===== config.mk =====
export PLATFORM = sky130hd
export DESIGN_NAME = id_hazard_scheduler_flat
export DESIGN_NICKNAME = d
export VERILOG_FILES = /design/src/rtl/id_hazard_if.sv /design/src/rtl/id_hazard_scheduler.sv /design/src/flat_wrapper.sv
export SDC_FILE = /design/constraint.sdc
export NUM_CORES = 1
export LEC_CHECK = 0
export ABC_AREA = 1
export BUFFER_PORTS_ARGS = -buffer_cell sky130_fd_sc_hd__buf_2
export CORE_UTILIZATION = 40
export CTS_BUF_LIST = sky130_fd_sc_hd__clkbuf_16
export DETAILED_ROUTE_END_ITERATION = 7
export GPL_TIMING_DRIVEN = 0
export HOLD_SLACK_MARGIN = 0.02
export PLACE_DENSITY_LB_ADDON = 0.1
export SYNTH_ARGS = -nofsm -noshare
export SYNTH_HDL_FRONTEND = slang
export SYNTH_SLANG_ARGS = --single-unit

===== constraint.sdc =====
create_clock -name clk -period 1.7 [get_ports clk]
set_input_delay 0 -clock clk [delete_from_list [all_inputs] [get_ports clk]]
set_output_delay 0 -clock clk [all_outputs]
set_load 0.1 [all_outputs]

===== src/rtl/id_hazard_if.sv =====
// Decode-stage hazard bus: ID instruction fields in, front-end pipeline controls out.
interface id_hazard_if #(
  parameter int REG_ADDR_W = 5,
  parameter int CNT_W      = 16
);
  logic                  id_valid;
  logic [REG_ADDR_W-1:0] rs1_id;
  logic [REG_ADDR_W-1:0] rs2_id;
  logic                  rs1_used;
  logic                  rs2_used;
  logic [REG_ADDR_W-1:0] rd_id;
  logic                  memread_id;
  logic                  multicycle_id;
  logic                  branch_taken_ex;
  logic                  pcwrite;
  logic                  ifidwrite;
  logic                  ifid_flush;
  logic                  clearcontrol;
  logic                  exhold;
  logic                  busy;
  logic [CNT_W-1:0]      stall_cycles;

  modport master (
    output id_valid, rs1_id, rs2_id, rs1_used, rs2_used, rd_id,
           memread_id, multicycle_id, branch_taken_ex,
    input  pcwrite, ifidwrite, ifid_flush, clearcontrol, exhold, busy, stall_cycles
  );

  modport slave (
    input  id_valid, rs1_id, rs2_id, rs1_used, rs2_used, rd_id,
           memread_id, multicycle_id, branch_taken_ex,
    output pcwrite, ifidwrite, ifid_flush, clearcontrol, exhold, busy, stall_cycles
  );
endinterface


===== src/rtl/id_hazard_scheduler.sv =====
// Front-end hazard scheduler: load-use bubbles, multi-cycle EX hold, taken-branch flush.
// Controls are combinational in the ID cycle; the front end stalls whenever pcwrite=0.
module id_hazard_scheduler #(
  parameter int REG_ADDR_W = 5,
  parameter int MC_LATENCY = 4,
  parameter int CNT_W      = 16
) (
  input logic        clk,
  input logic        rst,
  id_hazard_if.slave hz
);
  typedef enum logic {RUN, MC_BUSY} state_t;

  localparam logic [3:0] MC_INIT = 4'(MC_LATENCY - 1);

  state_t                state_q, state_d;
  logic [3:0]            mc_cnt_q, mc_cnt_d;
  logic                  ex_valid_q, ex_valid_d;
  logic [REG_ADDR_W-1:0] ex_rd_q, ex_rd_d;
  logic                  ex_memread_q, ex_memread_d;
  logic [CNT_W-1:0]      stall_q, stall_d;

  logic pcwrite, ifidwrite, ifid_flush, clearcontrol, exhold, busy;
  logic load_use;

  // x0 is hardwired zero, so a load targeting it can never be a producer.
  assign load_use = ex_valid_q && ex_memread_q && (ex_rd_q != '0) &&
                    ((hz.rs1_used && (hz.rs1_id == ex_rd_q)) ||
                     (hz.rs2_used && (hz.rs2_id == ex_rd_q)));

  always_comb begin
    state_d      = state_q;
    mc_cnt_d     = mc_cnt_q;
    pcwrite      = 1'b1;
    ifidwrite    = 1'b1;
    ifid_flush   = 1'b0;
    clearcontrol = 1'b0;
    exhold       = 1'b0;
    busy         = 1'b0;
    case (state_q)
      RUN: begin
        if (hz.branch_taken_ex) begin
          ifid_flush   = 1'b1;
          clearcontrol = 1'b1;
        end else if (load_use) begin
          pcwrite      = 1'b0;
          ifidwrite    = 1'b0;
          clearcontrol = 1'b1;
        end else if (hz.id_valid && hz.multicycle_id) begin
          state_d  = MC_BUSY;
          mc_cnt_d = MC_INIT;
        end
      end
      MC_BUSY: begin
        exhold    = 1'b1;
        pcwrite   = 1'b0;
        ifidwrite = 1'b0;
        busy      = 1'b1;
        mc_cnt_d  = mc_cnt_q - 4'd1;
        if (mc_cnt_q == 4'd1) state_d = RUN;
      end
      default: state_d = RUN;
    endcase
  end

  always_comb begin
    ex_valid_d   = ex_valid_q;
    ex_rd_d      = ex_rd_q;
    ex_memread_d = ex_memread_q;
    if (!exhold) begin
      if (hz.id_valid && !clearcontrol) begin
        ex_valid_d   = 1'b1;
        ex_rd_d      = hz.rd_id;
        ex_memread_d = hz.memread_id;
      end else begin
        ex_valid_d = 1'b0;
      end
    end
  end

  always_comb begin
    stall_d = stall_q;
    if (!pcwrite && (stall_q != {CNT_W{1'b1}})) stall_d = stall_q + 1'b1;
  end

  always_ff @(posedge clk or posedge rst) begin
    if (rst) begin
      state_q      <= RUN;
      mc_cnt_q     <= '0;
      ex_valid_q   <= 1'b0;
      ex_rd_q      <= '0;
      ex_memread_q <= 1'b0;
      stall_q      <= '0;
    end else begin
      state_q      <= state_d;
      mc_cnt_q     <= mc_cnt_d;
      ex_valid_q   <= ex_valid_d;
      ex_rd_q      <= ex_rd_d;
      ex_memread_q <= ex_memread_d;
      stall_q      <= stall_d;
    end
  end

  assign hz.pcwrite      = pcwrite;
  assign hz.ifidwrite    = ifidwrite;
  assign hz.ifid_flush   = ifid_flush;
  assign hz.clearcontrol = clearcontrol;
  assign hz.exhold       = exhold;
  assign hz.busy         = busy;
  assign hz.stall_cycles = stall_q;
endmodule


===== src/flat_wrapper.sv =====
// flat-port wrapper written by rule: the top's interface ports become plain ports
module id_hazard_scheduler_flat 
#(
  parameter int REG_ADDR_W = 5,
  parameter int MC_LATENCY = 4,
  parameter int CNT_W      = 16
)
  (clk, rst, hz_id_valid, hz_rs1_id, hz_rs2_id, hz_rs1_used, hz_rs2_used, hz_rd_id, hz_memread_id, hz_multicycle_id, hz_branch_taken_ex, hz_pcwrite, hz_ifidwrite, hz_ifid_flush, hz_clearcontrol, hz_exhold, hz_busy, hz_stall_cycles);
  id_hazard_if #(.REG_ADDR_W(REG_ADDR_W), .CNT_W(CNT_W)) hz_i ();
  input logic clk;
  input logic rst;
  input wire logic [$bits(hz_i.id_valid)-1:0] hz_id_valid;
  input wire logic [$bits(hz_i.rs1_id)-1:0] hz_rs1_id;
  input wire logic [$bits(hz_i.rs2_id)-1:0] hz_rs2_id;
  input wire logic [$bits(hz_i.rs1_used)-1:0] hz_rs1_used;
  input wire logic [$bits(hz_i.rs2_used)-1:0] hz_rs2_used;
  input wire logic [$bits(hz_i.rd_id)-1:0] hz_rd_id;
  input wire logic [$bits(hz_i.memread_id)-1:0] hz_memread_id;
  input wire logic [$bits(hz_i.multicycle_id)-1:0] hz_multicycle_id;
  input wire logic [$bits(hz_i.branch_taken_ex)-1:0] hz_branch_taken_ex;
  output wire logic [$bits(hz_i.pcwrite)-1:0] hz_pcwrite;
  output wire logic [$bits(hz_i.ifidwrite)-1:0] hz_ifidwrite;
  output wire logic [$bits(hz_i.ifid_flush)-1:0] hz_ifid_flush;
  output wire logic [$bits(hz_i.clearcontrol)-1:0] hz_clearcontrol;
  output wire logic [$bits(hz_i.exhold)-1:0] hz_exhold;
  output wire logic [$bits(hz_i.busy)-1:0] hz_busy;
  output wire logic [$bits(hz_i.stall_cycles)-1:0] hz_stall_cycles;
  assign hz_i.id_valid = hz_id_valid;
  assign hz_i.rs1_id = hz_rs1_id;
  assign hz_i.rs2_id = hz_rs2_id;
  assign hz_i.rs1_used = hz_rs1_used;
  assign hz_i.rs2_used = hz_rs2_used;
  assign hz_i.rd_id = hz_rd_id;
  assign hz_i.memread_id = hz_memread_id;
  assign hz_i.multicycle_id = hz_multicycle_id;
  assign hz_i.branch_taken_ex = hz_branch_taken_ex;
  assign hz_pcwrite = hz_i.pcwrite;
  assign hz_ifidwrite = hz_i.ifidwrite;
  assign hz_ifid_flush = hz_i.ifid_flush;
  assign hz_clearcontrol = hz_i.clearcontrol;
  assign hz_exhold = hz_i.exhold;
  assign hz_busy = hz_i.busy;
  assign hz_stall_cycles = hz_i.stall_cycles;
  id_hazard_scheduler #(.REG_ADDR_W(REG_ADDR_W), .MC_LATENCY(MC_LATENCY), .CNT_W(CNT_W)) u_core (.clk(clk), .rst(rst), .hz(hz_i));
endmodule

# [After elaboration in Yosys (flattened, before gate mapping)]
# Index checks and enable logic that the tools add are counted.
[op_classes] n_reduce_logical=14 n_bitwise=2 eq_ne=7 add_sub_neg=2 muxes=19
[op_table] cell="adder 16 x 1 -> 16 bit (second input constant)" count=1
[op_table] cell="inequality test 16 bit (second input constant)" count=1
[op_table] cell="two-way mux 1 bit" count=13
[op_table] cell="two-way mux 4 bit" count=3
[op_table] cell="equality test 5 bit" count=2
[op_table] cell="logical AND 1 bit" count=8
[op_table] cell="one-hot mux 4 bit (2 select lines)" count=1
[op_table] cell="nonzero test 5 bit" count=1
[op_table] cell="equality test 4 x 1 -> 1 bit (second input constant)" count=1
[op_table] cell="inequality test 2 bit (second input constant)" count=2
[op_table] cell="one-hot mux 1 bit (2 select lines)" count=2
[op_table] cell="subtractor 4 x 1 -> 4 bit (second input constant)" count=1
[op_table] cell="AND reduction 3 bit" count=1
[op_table] cell="logical NOT 1 bit" count=2
[op_table] cell="inequality test 2 x 1 -> 1 bit (second input constant)" count=1
[op_table] cell="inverter 1 bit" count=2
[op_table] cell="AND reduction 2 bit" count=1
[op_table] cell="logical OR 1 bit" count=1
[word_totals] register_bits=28 inputBits=23 word_cells=50

# [Logic depth before layout (Yosys ltp)]
[logic_depth] depth_word=10 depth_mapped=12 mapped_depth_nobuf=11

# [Least setup slack after synthesis]
# OpenSTA, ideal clock, no wires.
[synth_path] path_type="register to output" from="register u_core.state_q" to="output hz_clearcontrol" path_buffers=1 stages_incl_launch_ff=3 setup_slack_ps=-830 arrival_ps=2530 cell_sequence="dfrtp_1 clkbuf_1 a21oi_1"
[synth_via] elab_chain_cells=1
[synth_rtl] item="start: declaration" line="id_hazard_scheduler.sv:16" source="state_t state_q, state_d;"
[synth_rtl] item="start signal: assignment" line="id_hazard_scheduler.sv:95" source="state_q <= state_d;"
[synth_rtl] item="two-way mux 1 bit" line="id_hazard_scheduler.sv:40" source="case (state_q)"
[synth_rtl] item="end: declaration" line="flat_wrapper.sv:24" source="output wire logic [$bits(hz_i.clearcontrol)-1:0] hz_clearcontrol;"
# Every way passes these cells.

# [Worst setup path after layout]
[layout_path] from="register u_core.ex_rd_q[4]" to="output hz_ifidwrite"
[layout_via] elab_chain_cells=7 word_cells_on_any_way=11 cone_classes="eq/ne: 2; mux: 3; reduce/logical: 6"
[layout_rtl] item="start: declaration" line="id_hazard_scheduler.sv:19" source="logic [REG_ADDR_W-1:0] ex_rd_q, ex_rd_d;"
[layout_rtl] item="start signal: assignment" line="id_hazard_scheduler.sv:98" source="ex_rd_q <= ex_rd_d;"
[layout_rtl] item="equality test 5 bit, on equally long branches" line="id_hazard_scheduler.sv:28, id_hazard_scheduler.sv:29"
[layout_rtl] item="logical AND 1 bit, on equally long branches" line="id_hazard_scheduler.sv:28, id_hazard_scheduler.sv:29"
[layout_rtl] item="logical OR 1 bit" line="id_hazard_scheduler.sv:28" source="((hz.rs1_used && (hz.rs1_id == ex_rd_q)) ||"
[layout_rtl] item="logical AND 1 bit (*)" line="id_hazard_scheduler.sv:27" source="assign load_use = ex_valid_q && ex_memread_q && (ex_rd_q != '0) &&"
[layout_rtl] item="two-way mux 1 bit (*)" line="id_hazard_scheduler.sv:45" source="end else if (load_use) begin"
[layout_rtl] item="two-way mux 1 bit (*)" line="id_hazard_scheduler.sv:42" source="if (hz.branch_taken_ex) begin"
[layout_rtl] item="one-hot mux 1 bit (2 select lines) (*)" line="id_hazard_scheduler.sv:40"
[layout_rtl] item="end: declaration" line="flat_wrapper.sv:22" source="output wire logic [$bits(hz_i.ifidwrite)-1:0] hz_ifidwrite;"
# Mark *: on every way between the ends. The rest lies on a longest branch, timed or not.

==> impl_results.md <==
- P_sw: between 2 and 2.5 mW
- H-tree depth: 1
- CP Data Required Time: roughly 1.7 ns
- Setup CP Type: reg2out
- Syn_nets: between 200 and 300
- Row cnt: 23
- Final wirelength: between 4000 and 5000 um
- DRT iter0 DRCs: 74
- Clock Power Share: 0.125
- Synth Area per Inst: ~7 um^2
- WL met3: 156 um
- Setup Viol. Count Final: 11
- Max-cap viol count: 0
- Final Core Density: 0.624
- Crit path top cell by count: buf_4
- Crit path launch type: flop
- Number of antenna diodes: 0
- Final clock skew: between 0.005 and 0.006 ns
- DRT Pass-1 Iters: 4
- Sink Count: 28
- CP Cell Sequence: inv_2 > buf_4 > nand4_1 > nand3_1 > inv_1 > nand3_4 > nand2_8 > buf_8 > clkinvlp_4 > buf_4
- Die height: slightly below 70 um
- Final Slew Violations: 0
- Vias in the first global route: about 1,500
- WL met1: around 2100 um
- Met2 WL: ~1800 um
- First-pass GRT wire length: 6420 um
- Status: finished with violations
- Worst-path fanout max: 4
- Clk root buf: clkbuf_16
- Core area: roughly 0.004 mm^2
- Min Hold Slack: -0.00655 ns
- Io pins: 45
- Initial Util: 0.427
- Routed Antenna Nets: 0
- Mapped Cells: ~250
- Max clock buf depth: 2
- CTS tree: yes
- Top Metal Used: met4
- Synth unique cells: 22
- Internal power: between 2 and 2.5 mW
- Worst slew margin: 0.281
- Sequential power share: 0.255
- DR vias/cell: between 4 and 5
- Die W: approximately 68 um
- Lkg Pwr: between 1 and 1.5 nW
- CP endpoint kind: output pin
- # fillers: 376
- Failing checks: negative hold slack, negative setup slack
- Synthesized area: around 0.0018 mm^2
- DRC: 0
- Initial antenna violation count: 0
- Pwr Density: 1670 mW/mm^2
- Final setup TNS: -0.294 ns
- Min Clock Period, post-route: 1.80 ns
- CP arrival: around 1.8 ns
- Pin count of the biggest net entering global routing: 29
- CP delay by family, top: buffers and inverters
- Worst-Skew Late Latency: approximately 0.26 ns
- RSZ-0062 raised after global routing: true
- Detailed Place HPWL: 2800 um
- Register area share after synthesis: 0.399
- Die area: roughly 0.0047 mm^2
- Total CTS buffers: 3
- Post-DR wirelength/cell: around 11 um
- Final period utilization: 1.06
- Synthesis-stage register bit count: 28
- Fin nets: approximately 360
- Total number of vias: between 1,500 and 2,000
- CP max-delay cell: dfrtp_1
- Setup ws final: -0.0965 ns
- Placement Setup Slack: -0.0764 ns
- Overflow after GRT: 0
- Layout cell share with drive strength beyond 1: 0.366
- Combinational group share of total power: 0.620
- Switching share of power: 0.504
- GRT Resource Usage Total: 0.182
- Synth warn: 0
- GPL Wtd Cong: 0.820
- F_max: between 500 and 600 MHz
- Fin. Hold Viols: 3
- Synthesis-to-layout area growth: 46.1%
- Slew of the pin with the lowest slew margin: 1.08 ns
- Clk slew on worst S/H paths: roughly 0.070 ns
- Hold Crit Class: in2async
- Buf/Inv on CP: 6
- PortBufs: 44
- Peak supply drop: around 0.00086 V
- Max stage delay on crit path: slightly above 0.4 ns
power by group through the flow:
stage                     Combinational, mW  Clock, mW  Sequential (mW)
after floorplan                        1.30          0             1.64
after global placement                 2.14          0             1.11
after detailed placement               2.17          0             1.12
after CTS                              2.38      0.561             1.09
after global routing                   2.84      0.578             1.13
final                                  2.66      0.536             1.09
worst paths after layout:
path,to,cells past startpoint,startpoint,slack (ns)
setup reg to reg,u_core.hz.stall_cycles[6]$_DFFE_PP0P_,13,u_core.ex_rd_q[4]$_DFFE_PP0P_,-0.02
max in group asynchronous,u_core.hz.stall_cycles[0]$_DFFE_PP0P_,2,rst,0.93
min in group clk,u_core.state_q$_DFF_PP0_,3,hz_multicycle_id,0.06
hold / removal,u_core.ex_rd_q[2]$_DFFE_PP0P_,2,rst,-0.007
hold reg to reg,u_core.ex_memread_q$_DFFE_PP0P_,2,u_core.ex_memread_q$_DFFE_PP0P_,0.47
setup / recovery,hz_ifidwrite,10,u_core.ex_rd_q[4]$_DFFE_PP0P_,-0.1
cell usage in the layout (no fill, tap or decap), types with 5 or more instances in the layout:
cell	Yosys	final
inv_2	0	5
nand2_2	2	9
dfrtp_1	28	11
nand3_1	30	29
buf_2	3	41
xor2_1	9	9
nor2_1	27	26
dfrtp_2	0	14
a21oi_1	7	6
dlygate4sd3_1	0	6
nand2_1	91	83
buf_4	2	21
inv_1	31	25
cell type report:
cell class,instances,area (um^2),area share
tap,50,62.6,0.0244
timing repair buffer,72,502,0.196
inverter,31,123,0.0478
multi-input combinational,186,981,0.382
buffer,7,90.1,0.0351
clock inverter,1,3.75,0.00146
clock buffer,3,75.1,0.0293
sequential,28,729,0.284
flip-flops by register name, indices dropped and copies added (netlist names):
register / flops
u_core.ex_valid_q: 1
u_core.hz.stall_cycles: 16
u_core.ex_rd_q: 5
u_core.ex_memread_q: 1
u_core.mc_cnt_q: 4
u_core.state_q: 1
Yosys cell counts, drive strengths merged:
cell / instances / area share
clkbuf: 1 / 0.0021
nand2: 95 / 0.21
nor4: 1 / 0.0036
ha: 3 / 0.021
nor3: 4 / 0.018
o21ai: 3 / 0.0085
dfrtp: 28 / 0.40
buf: 6 / 0.023
a21oi: 7 / 0.020
nor2: 28 / 0.064
nand4: 1 / 0.0036
nand3: 31 / 0.091
xnor2: 4 / 0.020
xor2: 9 / 0.045
inv: 31 / 0.066
per-stage QoR:
step / total power [mW] / instances / area, um^2
2_1_floorplan: 2.93 / 252 / 1870
3_3_place_gp: 3.26 / 346 / 2150
3_5_place_dp: 3.28 / 346 / 2150
4_1_cts: 4.03 / 365 / 2400
5_1_grt: 4.54 / 378 / 2570
6_report: 4.29 / 378 / 2570
per-layer routing:
| layer | vias to the layer above | track usage |
|---|---|---|
| li1 | 932 | - |
| met1 | 791 | 0.263 |
| met2 | 31 | 0.278 |
| met3 | 2 | 0.0417 |
| met4 | 0 | 0.0313 |
| met5 | - | 0 |
logic make-up after synthesis:
kind of cell | after synthesis | share of synthesized area
compound gates | 10 | 0.0285
flops | 28 | 0.399
buf+inv | 38 | 0.0919
fa+ha+maj | 3 | 0.0214
simple gates | 160 | 0.395
xor+xnor | 13 | 0.0648
timing repair:
action | 4_1_cts | 5_1_grt
endpoints found under the hold margin | 6 | 0
setup buffers | 9 | 12
cloned | 0 | 1
hold buffers | 6 | 0
gates resized for setup | 12 | 16
pin swaps | 6 | 11
endpoints found under the setup margin | 15 | 19
Note: power is estimated with default switching activity, not from simulation.
